===== src/rtl/pipe_flow_ctrl_if.sv =====
// Control bundle between the pipeline datapath and its flow controller.
// master = flow controller, slave = datapath / pipeline registers.
interface pipe_flow_ctrl_if #(
  parameter int CNT_W = 32
);
  logic             ex_valid;
  logic             ex_br_taken;
  logic             ex_jal;
  logic             ex_jalr;
  logic             ex_mem_read;
  logic [4:0]       ex_rd;
  logic [4:0]       de_rs1;
  logic [4:0]       de_rs2;
  logic [1:0]       de_use_rs;
  logic             mem_busy;

  logic [1:0]       pc_sel;
  logic             pc_en;
  logic             imem_rden;
  logic             if_de_en;
  logic             if_de_flush;
  logic             de_ex_en;
  logic             de_ex_flush;
  logic             ex_mem_en;
  logic [CNT_W-1:0] stall_cnt;
  logic [CNT_W-1:0] flush_cnt;

  modport master (
    input  ex_valid, ex_br_taken, ex_jal, ex_jalr, ex_mem_read,
           ex_rd, de_rs1, de_rs2, de_use_rs, mem_busy,
    output pc_sel, pc_en, imem_rden, if_de_en, if_de_flush,
           de_ex_en, de_ex_flush, ex_mem_en, stall_cnt, flush_cnt
  );

  modport slave (
    output ex_valid, ex_br_taken, ex_jal, ex_jalr, ex_mem_read,
           ex_rd, de_rs1, de_rs2, de_use_rs, mem_busy,
    input  pc_sel, pc_en, imem_rden, if_de_en, if_de_flush,
           de_ex_en, de_ex_flush, ex_mem_en, stall_cnt, flush_cnt
  );
endinterface


===== src/rtl/pipe_flow_ctrl.sv =====
// Pipeline flow controller: PC select/enable, IMEM enable, stage enables/flushes, perf counters.
// Latency: control outputs are combinational (0 cycles); state and counters update on core clock.
// Backpressure: mem_busy freezes every stage and the PC; a pending redirect is taken once it drops.
module pipe_flow_ctrl #(
  parameter int FLUSH_CYCLES = 1,
  parameter int CNT_W        = 32
) (
  input logic            clk,
  input logic            rst_n,
  pipe_flow_ctrl_if.master pif
);

  localparam int FC_W = (FLUSH_CYCLES > 0) ? $clog2(FLUSH_CYCLES + 1) : 1;

  typedef enum logic [1:0] {
    BOOT  = 2'd0,
    RUN   = 2'd1,
    FLUSH = 2'd2
  } state_t;

  state_t            state_q, state_d;
  logic [FC_W-1:0]   fcnt_q, fcnt_d;
  logic [CNT_W-1:0]  stall_cnt_q, flush_cnt_q;
  logic              stall_inc, flush_inc;
  logic              redirect, load_use;
  logic              rs1_hit, rs2_hit;

  assign redirect = pif.ex_valid & (pif.ex_jalr | pif.ex_jal | pif.ex_br_taken);
  assign rs1_hit  = pif.de_use_rs[0] & (pif.de_rs1 == pif.ex_rd);
  assign rs2_hit  = pif.de_use_rs[1] & (pif.de_rs2 == pif.ex_rd);
  assign load_use = pif.ex_valid & pif.ex_mem_read & (pif.ex_rd != 5'd0) & (rs1_hit | rs2_hit);

  always_ff @(posedge clk or negedge rst_n) begin
    if (!rst_n) begin
      state_q     <= BOOT;
      fcnt_q      <= '0;
      stall_cnt_q <= '0;
      flush_cnt_q <= '0;
    end else begin
      state_q <= state_d;
      fcnt_q  <= fcnt_d;
      if (stall_inc && (stall_cnt_q != '1)) stall_cnt_q <= stall_cnt_q + CNT_W'(1);
      if (flush_inc && (flush_cnt_q != '1)) flush_cnt_q <= flush_cnt_q + CNT_W'(1);
    end
  end

  always_comb begin
    state_d         = state_q;
    fcnt_d          = fcnt_q;
    stall_inc       = 1'b0;
    flush_inc       = 1'b0;
    pif.pc_sel      = 2'b00;
    pif.pc_en       = 1'b1;
    pif.imem_rden   = 1'b1;
    pif.if_de_en    = 1'b1;
    pif.if_de_flush = 1'b0;
    pif.de_ex_en    = 1'b1;
    pif.de_ex_flush = 1'b0;
    pif.ex_mem_en   = 1'b1;

    if (!rst_n) begin
      // Hold everything still and bubble both front registers while in reset.
      pif.pc_en       = 1'b0;
      pif.imem_rden   = 1'b0;
      pif.if_de_en    = 1'b0;
      pif.de_ex_en    = 1'b0;
      pif.ex_mem_en   = 1'b0;
      pif.if_de_flush = 1'b1;
      pif.de_ex_flush = 1'b1;
    end else if (pif.mem_busy) begin
      pif.pc_en     = 1'b0;
      pif.imem_rden = 1'b0;
      pif.if_de_en  = 1'b0;
      pif.de_ex_en  = 1'b0;
      pif.ex_mem_en = 1'b0;
      stall_inc     = 1'b1;
    end else if (state_q == BOOT) begin
      // Synchronous IMEM has nothing valid on its output yet.
      pif.if_de_flush = 1'b1;
      state_d         = RUN;
    end else if (redirect) begin
      pif.pc_sel      = pif.ex_jalr ? 2'b01 : (pif.ex_jal ? 2'b11 : 2'b10);
      pif.if_de_flush = 1'b1;
      pif.de_ex_flush = 1'b1;
      flush_inc       = 1'b1;
      if (FLUSH_CYCLES == 0) begin
        state_d = RUN;
      end else begin
        state_d = FLUSH;
        fcnt_d  = FC_W'(FLUSH_CYCLES);
      end
    end else if (state_q == FLUSH) begin
      pif.if_de_flush = 1'b1;
      fcnt_d          = fcnt_q - FC_W'(1);
      if (fcnt_q <= FC_W'(1)) state_d = RUN;
    end else if (load_use) begin
      // One bubble into EX; the stalled consumer re-evaluates against that bubble next cycle.
      pif.pc_en       = 1'b0;
      pif.imem_rden   = 1'b0;
      pif.if_de_en    = 1'b0;
      pif.de_ex_flush = 1'b1;
      stall_inc       = 1'b1;
    end
  end

  assign pif.stall_cnt = stall_cnt_q;
  assign pif.flush_cnt = flush_cnt_q;

endmodule


===== src/flat_wrapper.sv =====
// flat-port wrapper written by rule: the top's interface ports become plain ports
module pipe_flow_ctrl_flat 
#(
  parameter int FLUSH_CYCLES = 1,
  parameter int CNT_W        = 32
)
  (clk, rst_n, pif_ex_valid, pif_ex_br_taken, pif_ex_jal, pif_ex_jalr, pif_ex_mem_read, pif_ex_rd, pif_de_rs1, pif_de_rs2, pif_de_use_rs, pif_mem_busy, pif_pc_sel, pif_pc_en, pif_imem_rden, pif_if_de_en, pif_if_de_flush, pif_de_ex_en, pif_de_ex_flush, pif_ex_mem_en, pif_stall_cnt, pif_flush_cnt);
  pipe_flow_ctrl_if #(.CNT_W(CNT_W)) pif_i ();
  input logic clk;
  input logic rst_n;
  input wire logic [$bits(pif_i.ex_valid)-1:0] pif_ex_valid;
  input wire logic [$bits(pif_i.ex_br_taken)-1:0] pif_ex_br_taken;
  input wire logic [$bits(pif_i.ex_jal)-1:0] pif_ex_jal;
  input wire logic [$bits(pif_i.ex_jalr)-1:0] pif_ex_jalr;
  input wire logic [$bits(pif_i.ex_mem_read)-1:0] pif_ex_mem_read;
  input wire logic [$bits(pif_i.ex_rd)-1:0] pif_ex_rd;
  input wire logic [$bits(pif_i.de_rs1)-1:0] pif_de_rs1;
  input wire logic [$bits(pif_i.de_rs2)-1:0] pif_de_rs2;
  input wire logic [$bits(pif_i.de_use_rs)-1:0] pif_de_use_rs;
  input wire logic [$bits(pif_i.mem_busy)-1:0] pif_mem_busy;
  output wire logic [$bits(pif_i.pc_sel)-1:0] pif_pc_sel;
  output wire logic [$bits(pif_i.pc_en)-1:0] pif_pc_en;
  output wire logic [$bits(pif_i.imem_rden)-1:0] pif_imem_rden;
  output wire logic [$bits(pif_i.if_de_en)-1:0] pif_if_de_en;
  output wire logic [$bits(pif_i.if_de_flush)-1:0] pif_if_de_flush;
  output wire logic [$bits(pif_i.de_ex_en)-1:0] pif_de_ex_en;
  output wire logic [$bits(pif_i.de_ex_flush)-1:0] pif_de_ex_flush;
  output wire logic [$bits(pif_i.ex_mem_en)-1:0] pif_ex_mem_en;
  output wire logic [$bits(pif_i.stall_cnt)-1:0] pif_stall_cnt;
  output wire logic [$bits(pif_i.flush_cnt)-1:0] pif_flush_cnt;
  assign pif_i.ex_valid = pif_ex_valid;
  assign pif_i.ex_br_taken = pif_ex_br_taken;
  assign pif_i.ex_jal = pif_ex_jal;
  assign pif_i.ex_jalr = pif_ex_jalr;
  assign pif_i.ex_mem_read = pif_ex_mem_read;
  assign pif_i.ex_rd = pif_ex_rd;
  assign pif_i.de_rs1 = pif_de_rs1;
  assign pif_i.de_rs2 = pif_de_rs2;
  assign pif_i.de_use_rs = pif_de_use_rs;
  assign pif_i.mem_busy = pif_mem_busy;
  assign pif_pc_sel = pif_i.pc_sel;
  assign pif_pc_en = pif_i.pc_en;
  assign pif_imem_rden = pif_i.imem_rden;
  assign pif_if_de_en = pif_i.if_de_en;
  assign pif_if_de_flush = pif_i.if_de_flush;
  assign pif_de_ex_en = pif_i.de_ex_en;
  assign pif_de_ex_flush = pif_i.de_ex_flush;
  assign pif_ex_mem_en = pif_i.ex_mem_en;
  assign pif_stall_cnt = pif_i.stall_cnt;
  assign pif_flush_cnt = pif_i.flush_cnt;
  pipe_flow_ctrl #(.FLUSH_CYCLES(FLUSH_CYCLES), .CNT_W(CNT_W)) u_core (.clk(clk), .rst_n(rst_n), .pif(pif_i));
endmodule

===== config.mk =====
export PLATFORM = sky130hd
export DESIGN_NAME = pipe_flow_ctrl_flat
export DESIGN_NICKNAME = d
export VERILOG_FILES = /design/src/rtl/pipe_flow_ctrl_if.sv /design/src/rtl/pipe_flow_ctrl.sv /design/src/flat_wrapper.sv
export SDC_FILE = /design/constraint.sdc
export NUM_CORES = 1
export LEC_CHECK = 0
export ABC_AREA = 0
export BUFFER_PORTS_ARGS = -buffer_cell sky130_fd_sc_hd__buf_2
export CELL_PAD_IN_SITES_DETAIL_PLACEMENT = 1
export CELL_PAD_IN_SITES_GLOBAL_PLACEMENT = 2
export CORE_ASPECT_RATIO = 1.1
export CORE_MARGIN = 1
export CORE_UTILIZATION = 34
export DETAILED_ROUTE_END_ITERATION = 16
export PLACE_DENSITY = 0.85
export SYNTH_ARGS = -nofsm -noshare
export SYNTH_HDL_FRONTEND = slang
export SYNTH_SLANG_ARGS = --single-unit

===== constraint.sdc =====
create_clock -name clk -period 4.5 [get_ports clk]
set_input_delay 0.45 -clock clk [delete_from_list [all_inputs] [get_ports clk]]
set_output_delay 0.45 -clock clk [all_outputs]
set_load 0.01 [all_outputs]

* Word level (Yosys, flattened, before mapping)
Cells that the tools add are included.
** Storage, ports and cells
- Bits in registers :: 67
- Output and inout port bits :: 73
** Cells by class
- $add $sub $neg :: 3
- Order comparisons :: 1
- Equality and inequality tests :: 5
- Mux-type cells :: 39
- Bitwise gates (word level) :: 11
- Reduce and logical (&&, ||, !) cells :: 9
** Operators with widths (number)
- $add A32 B1 Y32 const B :: 2
- $ne A32 B32 Y1 const B :: 2
- $mux W1 :: 30
- $mux W2 :: 9
- $eq A5 B5 Y1 :: 2
- $reduce_and A4 Y1 :: 2
- $and A1 B1 Y1 :: 6
- $reduce_bool A3 Y1 :: 2
- $reduce_bool A5 Y1 :: 1
- $or A1 B1 Y1 :: 3
- $eq A2 B2 Y1 const B :: 1
- $logic_and A1 B1 Y1 :: 2
- $logic_not A2 Y1 :: 1
- $not A1 Y1 :: 2
- $reduce_bool A2 Y1 :: 1
- $le A1 B1 Y1 const B :: 1
- $sub A1 B1 Y1 const B :: 1

* Depth between registers and ports, before layout
Gate-level depths: netlist (run 1).
- Depth after elaboration :: 11
- Gate-level depth with buffers :: 9
- Mapped depth without buffers :: 7

* Worst setup path after synthesis (run 1)
OpenSTA, ideal clock, no wires.
- Path type :: register -> register
- Start point :: reg u_core.stall_cnt_q[0], in the netlist u_core.pif.stall_cnt[0]
- End point :: reg u_core.stall_cnt_q[1], in the netlist u_core.pif.stall_cnt[1]
- Setup time :: 0.127 ns
- Data arrival time :: 1.942 ns
- Slack :: 2.430 ns
- Stages on the path, launching flop included :: 8
- Cell sequence :: dfrtp_1 ha_1 nand3_2 nor4_4 nand4_1 and4_1 buf_6 mux2_1
** On the way
- Longest elaborated chain between the ends :: 2
- Elaborated cells between the ends (all ways) :: 3
** RTL lines
- start, declared :: line pipe_flow_ctrl.sv:23 : logic [CNT_W-1:0] stall_cnt_q, flush_cnt_q;
- start signal, assigned :: line pipe_flow_ctrl.sv:42 : if (stall_inc && (stall_cnt_q != '1)) stall_cnt_q <= stall_cnt_q + CNT_W'(1);
- branches (longest 2 deep; another with $add A32 B1 Y32)
Parallel ways; which one is timed is not known.
A chain may end at the register's enable or synchronous reset.

* Worst setup path in the final report (run 1)
Ends and elaborated chain as after synthesis.

==> metrics.cfg, run 1 <==
[outcome]
status=finished clean

[synthesis]
syn_nets=353
synthCells=326
synth_edf_count=0
synth.distinct_cells=37
avgSynthCellArea_um2=10.2
async_flop_share_pct=100
synth_seq_cells=66
yosysTopAreaCell=dfrtp_1
synthTopCellsByArea=dfrtp_1, xnor2_1, nand4_1
yosysTopAreaCellShare_pct=49.5
synth_flop_cell=dfrtp_1
ys_warn_count=0
syn_area_um2=3330
ys_seq_area_share_pct=49.5

[clocking]
cts_max_path_buffers=2
cts_setup_buffers=0
cts.htree.levels=3
clkTransAtPathRegs_ps=70
cts_tree=built
hold_buffers=0
cts_resized=0
clkLatencyLatePin_ps=330
numCtsBuffers=9
cts_sinks=66
cts_root_buf=clkbuf_8

[sta]
fmax_mhz=383
fin_crit_ps=2610
hold_violations=0
tns_ps=0
fin_skew_ps=14.5
slew_violations=0
setup_violations=0
tightest_slew_ps=931
period_share_pct=58.1
grt_setup_unrepaired=no
worst_hold_slack_ps=153
setup_slack_ps=1890
maxSlewHeadroom_pct=37.9

[drt]
drc=0
vias=2773
vias_per_cell=5.06
drtIter0Drc=90
detail-route-antenna-nets=0
avgRoutedWirePerCell_um=15.1
drt-pass1-iter-count=4
wirelength_um=8270

[placement]
gp_congestion=0.747
preCtsSetupSlack_ps=1610
dp_hpwl_um=6210
portBuffers=97

[die]
fp.dieW_um=96.4
die_area_um2=10200
initial_core_util_pct=35.3
fp-row-count=37
io_pins=98
design.core.area_um2=9440
die_height_um=106

[finish]
drive_above_1_share_pct=27.1
utilization_pct=43.4
nets=454
antenna_cells=0
synthToLayoutAreaGrowth_pct=22.8
final_cell_mix=buf_2, dfrtp_1, xnor2_1
layout_commonest_cell=buf_2

[global_routing]
antenna_found_initial=0
groute.usage.overall_pct=16.9
grt_overflow_total=0
grt_max_degree=41
grt_pass1_wl_um=13400
grt_pass1_vias=2745

[worst_hold_path]
min_path_type=in2async

[critical_path]
crit_path_max_fanout=25
worstReg2RegStart=u_core.pif.stall_cnt[0]$_DFFE_PN0P_
cp-start-kind=flop
critical_path_class=reg2reg
r2r_end=u_core.pif.stall_cnt[1]$_DFFE_PN0P_
worst_ep_required_time_ps=4710
end_kind=flop
r2r_setup_slack_ps=1890
critPathArrivalTime_ps=2820
r2r_cells=6

[power_and_ir_drop]
power_density_nw_per_um2=336
leakagePower_nw=2.08
power_mw=1.38
ir_worst_vdd_mv=0.157

[job]
cap_violations=0

power breakdown:
| part | leakage (nW) | internal [mW] | switching [mW] |
|---|---|---|---|
| Clock | 0.0897 | 0.269 | 0.216 |
| Combinational | 1.09 | 0.0862 | 0.110 |
| Sequential | 0.899 | 0.635 | 0.0606 |
| Total | 2.08 | 0.991 | 0.386 |
state kept, by name (all words and copies together) (netlist names):
signal,count
u_core.pif.stall_cnt,32
u_core.pif.flush_cnt,32
u_core.state_q,2
synth_stat cells (2+ instances only):
cell / count
xnor2_1: 55
nor2_1: 32
and4_1: 5
nor3_2: 2
or3_1: 2
buf_4: 3
ha_1: 2
nor4_1: 3
nor3_1: 8
xor2_1: 17
nand2_1: 34
inv_1: 5
dfrtp_1: 66
a21oi_1: 3
and3_1: 17
nand3_1: 17
and2_1: 3
buf_6: 3
nand4_1: 31
worst max-delay path: stages, from the launching register on:
cell and delay, ps:
dfrtp_1 430, ha_1 210, nand3_2 150, nor4_4 510, nand4_1 190, and4_1 560, mux2_1 440
stage by stage:
stage	instances	area, um2
after CTS	548	4100
after floorplan	326	3330
after global routing	548	4100
after detailed placement	533	3910
final	548	4100
after global placement	533	3910
worst max path at each step:
stage	startpoint	end	slack (ps)	cells after the start
after CTS	u_core.pif.stall_cnt[0]$_DFFE_PN0P_	u_core.pif.stall_cnt[1]$_DFFE_PN0P_	1850	6
after global placement	rst_n	u_core.pif.flush_cnt[27]$_DFFE_PN0P_	1730	7
final	u_core.pif.stall_cnt[0]$_DFFE_PN0P_	u_core.pif.stall_cnt[1]$_DFFE_PN0P_	1890	6
after detailed placement	rst_n	u_core.pif.flush_cnt[31]$_DFFE_PN0P_	1610	7
after floorplan	u_core.pif.stall_cnt[0]$_DFFE_PN0P_	u_core.pif.stall_cnt[1]$_DFFE_PN0P_	2430	7
after global routing	u_core.pif.stall_cnt[0]$_DFFE_PN0P_	u_core.pif.stall_cnt[1]$_DFFE_PN0P_	1650	6
layout make-up:
| cell class | count | area [um2] |
|---|---|---|
| multi-input cells | 246 | 1600 |
| repair buffers | 98 | 493 |
| clock buffers | 13 | 149 |
| fillers | 1137 | 5350 |
| clock inverters | 2 | 37.5 |
| well taps | 117 | 146 |
| flip-flops and latches | 66 | 1650 |
| inverters | 6 | 22.5 |
metal layers:
| metal | wire length [um] | share of wire [%] | GRT usage [%] |
|---|---|---|---|
| met5 | 0 | 0 | 0 |
| met1 | 3900 | 47 | 23.2 |
| met4 | 145 | 1.8 | 6.51 |
| met2 | 3840 | 46 | 26.4 |
| met3 | 392 | 4.7 | 2.74 |
cells by family after synthesis:
kind of cell | synth area share (%)
AOI/OAI and AO/OA | 1.73
xor gates and xnor gates | 18.9
adders and majority gates | 0.750
buffers and inverters | 2.63
DFF | 49.5
muxes | 0.338
and+or+nand+nor | 26.1
(Power assumes the default switching activity.)
==> inputs of run 2 (changes only) <==
--- a/config.mk
+++ b/config.mk
@@ -11,9 +11,9 @@
 export CELL_PAD_IN_SITES_GLOBAL_PLACEMENT = 2
 export CORE_ASPECT_RATIO = 1.1
 export CORE_MARGIN = 1
-export CORE_UTILIZATION = 34
+export CORE_UTILIZATION = 31
 export DETAILED_ROUTE_END_ITERATION = 16
-export PLACE_DENSITY = 0.85
+export PLACE_DENSITY = 0.79
 export SYNTH_ARGS = -nofsm -noshare
 export SYNTH_HDL_FRONTEND = slang
 export SYNTH_SLANG_ARGS = --single-unit
==> constraint.sdc (replaced) <==
create_clock -name clk -period 2.5 [get_ports clk]
set_input_delay 0.25 -clock clk [delete_from_list [all_inputs] [get_ports clk]]
set_output_delay 0.25 -clock clk [all_outputs]
set_load 0.01 [all_outputs]
==> metrics.cfg, run 2 (synthesis gave the netlist of run 1 again) <==
[power_and_ir_drop]
leakagePower_nw=2.17
ir_worst_vdd_mv=0.346
clkPwrFrac_pct=41.3
p_int_mw=2.00
power.switching_uw=756
seq_power_share_pct=45.4
comb_power_share_pct=13.3
switching_share_pct=27.4
power_density_nw_per_um2=643

[global_routing]
grt_pass1_vias=2933
groute.usage.overall_pct=17.0
grt_pass1_wl_um=14800
antenna_found_initial=0
grt_max_degree=46
grt_overflow_total=0

[die]
die_area_um2=11200
fp-row-count=39
io_pins=98
design.core.area_um2=10400
die_height_um=111
initial_core_util_pct=31.9
fp.dieW_um=101

[placement]
preCtsSetupSlack_ps=346
dp_hpwl_um=6560
portBuffers=97
gp_congestion=0.766

[critical_path]
worst_ep_required_time_ps=2250
cp-start-kind=input pin
critPathArrivalTime_ps=1990
critical_path_class=in2out
end_kind=primary output
crit_path_max_fanout=45

[sta]
tns_ps=0
period_share_pct=89.6
slew_violations=0
setup_slack_ps=260
fin_crit_ps=2240
fmax_mhz=446
grt_setup_unrepaired=no
maxSlewHeadroom_pct=61.4
setup_violations=0
hold_violations=0
tightest_slew_ps=578
fin_skew_ps=7.20

[drt]
drt-pass1-iter-count=4
drc=0
detail-route-antenna-nets=0
highest_layer=met4
avgRoutedWirePerCell_um=15.2
wirelength_um=8890
vias=2894
route.met2.wl_um=4230
wl_met1_um=4100
vias_per_cell=4.95
wl_met3_um=422
drtIter0Drc=63

[finish]
seqCellArea_um2=1650
final_cell_mix=buf_2, dfrtp_1, xnor2_1
synthToLayoutAreaGrowth_pct=28.6
antenna_cells=0
nets=464
layout_commonest_cell=buf_2
drive_above_1_share_pct=28.7
multi_input_area_um2=1600
fillCellCount=1268

[clocking]
cts_max_path_buffers=2
cts.htree.levels=3
numCtsBuffers=9
cts_setup_buffers=0
cts_tree=built
clkTransAtPathRegs_ps=50
cts_sinks=66
clkLatencyLatePin_ps=330
cts_root_buf=clkbuf_16

[worst_hold_path]
min_path_type=in2reg

[job]
cap_violations=0

[outcome]
status=finished clean

[run 2: stage by stage]
| stage | hold slack, ps | util (%) | cells | power [mW] | cell area, um2 |
|---|---|---|---|---|---|
| 6_report | 441 | 41.1 | 585 | 2.76 | 4290 |
| 5_1_grt | 482 | 41.1 | 585 | 2.90 | 4290 |
| 4_1_cts | 431 | 41.0 | 585 | 2.80 | 4280 |
| 3_5_place_dp | 293 | 38.4 | 568 | 1.64 | 4010 |
| 3_3_place_gp | 288 | 38.4 | 568 | 1.62 | 4010 |
| 2_1_floorplan | -45.6 | - | 326 | 1.45 | 3330 |
[run 2: worst paths after layout]
| path | from | to | slack [ps] | cells after the start |
|---|---|---|---|---|
| max | rst_n | pif_de_ex_flush | 260 | 6 |
| min | pif_ex_valid | u_core.state_q[1]$_DFFE_PN0P_ | 440 | 6 |
| max reg2reg | u_core.pif.stall_cnt[0]$_DFFE_PN0P_ | u_core.pif.stall_cnt[16]$_DFFE_PN0P_ | 320 | 8 |
| min reg2reg | u_core.pif.flush_cnt[8]$_DFFE_PN0P_ | u_core.pif.flush_cnt[8]$_DFFE_PN0P_ | 490 | 1 |
| max in group asynchronous | rst_n | u_core.pif.flush_cnt[10]$_DFFE_PN0P_ | 1260 | 4 |
| min in group asynchronous | rst_n | u_core.pif.stall_cnt[22]$_DFFE_PN0P_ | 510 | 3 |
[run 2: metal layers]
metal	global-route usage (%)	vias up
li1	-	1360
met1	22.6	1448
met2	26.8	75
met3	2.96	11
met4	7.54	0
met5	0	-
[run 2: cell type report]
type                            instances  share of cell area (%)
Inverter                                6                   0.525
Sequential cell                        66                    38.5
Clock inverter                          3                   0.350
Tap cell                              143                    4.17
Timing Repair Buffer                  108                    13.4
Clock buffer                           13                    5.84
Multi-Input combinational cell        246                    37.2
[run 2: power groups by stage]
stage	clock network [mW]	logic, mW	registers [mW]
CTS	1.18	0.376	1.25
global placement	0	0.361	1.26
floorplan	0	0.171	1.28
detailed placement	0	0.373	1.27
global route	1.22	0.409	1.27
finish	1.14	0.368	1.25
[run 2: worst max-delay path, cell delays in order]
cell	delay, ps
dlygate4sd3_1	540
buf_2	120
buf_4	320
buf_6	430
o21ai_1	120
buf_2	160
[run 2: what timing repair did]
action                                  CTS  global route
endpoints found under the setup margin    0             2
hold endpoints to repair                 23             0
hold buffers                              1             0
resized for setup                         0             1
==> inputs of run 3 (changes only) <==
--- a/config.mk
+++ b/config.mk
@@ -7,13 +7,11 @@
 export LEC_CHECK = 0
 export ABC_AREA = 0
 export BUFFER_PORTS_ARGS = -buffer_cell sky130_fd_sc_hd__buf_2
-export CELL_PAD_IN_SITES_DETAIL_PLACEMENT = 1
-export CELL_PAD_IN_SITES_GLOBAL_PLACEMENT = 2
 export CORE_ASPECT_RATIO = 1.1
 export CORE_MARGIN = 1
-export CORE_UTILIZATION = 31
+export CORE_UTILIZATION = 50
 export DETAILED_ROUTE_END_ITERATION = 16
-export PLACE_DENSITY = 0.79
+export PLACE_DENSITY = 0.78
 export SYNTH_ARGS = -nofsm -noshare
 export SYNTH_HDL_FRONTEND = slang
 export SYNTH_SLANG_ARGS = --single-unit
==> metrics.cfg, run 3 (synthesis gave the netlist of run 1 again) <==
[finish]
layout_commonest_cell=buf_2
antenna_cells=0
final_cell_mix=buf_2, dfrtp_1, xnor2_1
drive_above_1_share_pct=27.8
fin_cells=515
utilization_pct=64.5
nets=460
synthToLayoutAreaGrowth_pct=22.0
final_cell_area_um2=4070

[critical_path]
crit_path_max_fanout=6
end_kind=flop
crit_buf_inv=2
crit_chain=dlygate4sd3_1 -> buf_2 -> nand2b_1 -> nor3_2 -> nand2_1 -> nor4_2 -> nand4_1 -> xnor2_1
critical_path_class=in2reg
cp-start-kind=input pin
slowest_stage=dlygate4sd3_1
worst_ep_required_time_ps=2710
critPathArrivalTime_ps=2520
cp_slowest_stage_delay_ps=550
cp_top_family=simple AND/OR/NAND/NOR gates

[placement]
dp_hpwl_um=5390
gp_congestion=0.830
portBuffers=97
dpl_cell_area_um2=3900
dp.cells=501
preCtsSetupSlack_ps=367

[die]
design.core.area_um2=6310
fp-row-count=30
io_pins=98
die_area_um2=7000
fp.dieW_um=79.9
initial_core_util_pct=52.9
die_height_um=87.7

[power_and_ir_drop]
clkPwrFrac_pct=31.8
seq_power_share_pct=53.0
power_density_nw_per_um2=577
power.switching_uw=646
power_mw=2.35
leakagePower_nw=2.10
comb_power_share_pct=15.2
p_int_mw=1.70
switching_share_pct=27.5
ir_worst_vdd_mv=0.524

[sta]
fmax_mhz=433
period_share_pct=92.4
tightest_slew_ps=823
fin_skew_ps=3.26
fin_crit_ps=2310
maxSlewHeadroom_pct=45.2
worst_hold_slack_ps=317
grt_setup_unrepaired=no
slew_violations=0
setup_violations=0
tns_ps=0
hold_violations=0
setup_slack_ps=191

[clocking]
clkTransAtPathRegs_ps=60
cts_sinks=66
cts_tree=built
cts_setup_buffers=0
cts.htree.levels=3
cts_max_path_buffers=2
cts_root_buf=clkbuf_8
cts_resized=0
clkLatencyLatePin_ps=330
numCtsBuffers=9
hold_buffers=1

[drt]
avgRoutedWirePerCell_um=14.1
detail-route-antenna-nets=0
vias_per_cell=5.38
drc=0
drtIter0Drc=163
drt-pass1-iter-count=4
vias=2769
wirelength_um=7260

[global_routing]
grt_pass1_wl_um=11500
grt_max_degree=67
grt_overflow_total=0
grt_pass1_vias=2504
groute.usage.overall_pct=21.6
antenna_found_initial=0

[job]
cap_violations=0

[outcome]
status=finished clean

[worst_hold_path]
min_path_type=in2async

run 3: final cells by class:
type                    instances  area [um2]
well taps                      80         100
repair buffers                104         541
fillers                       550        2240
multi-input cells             246        1600
flip-flops and latches         66        1650
inverters                       6        22.5
clock buffers                  13         159
run 3: worst paths after layout:
path | depth (start not counted) | slack [ps] | end | startpoint
setup / recovery | 8 | 190 | u_core.pif.flush_cnt[23]$_DFFE_PN0P_ | rst_n
hold / removal | 2 | 320 | u_core.pif.stall_cnt[18]$_DFFE_PN0P_ | rst_n
setup reg to reg | 8 | 340 | u_core.pif.stall_cnt[11]$_DFFE_PN0P_ | u_core.pif.stall_cnt[0]$_DFFE_PN0P_
hold reg to reg | 1 | 490 | u_core.pif.flush_cnt[5]$_DFFE_PN0P_ | u_core.pif.flush_cnt[5]$_DFFE_PN0P_
max in group asynchronous | 3 | 1150 | u_core.pif.stall_cnt[14]$_DFFE_PN0P_ | rst_n
min in group clk | 5 | 440 | u_core.state_q[0]$_DFFE_PN0P_ | pif_ex_valid
run 3: layer usage:
layer / track usage, % / up-vias / wire, um
met5: 0 / - / 0
met4: 9.74 / 0 / 126
met3: 4.38 / 11 / 379
met2: 34.4 / 88 / 3410
met1: 28.6 / 1326 / 3340
li1: - / 1344 / -
run 3: power groups by stage:
stage          Combinational, mW  Clock [mW]  Sequential, mW
5_1_grt                    0.396       0.821            1.26
3_5_place_dp               0.358           0            1.26
6_report                   0.357       0.748            1.24
3_3_place_gp               0.346           0            1.26
4_1_cts                    0.359       0.776            1.24
2_1_floorplan              0.171           0            1.28
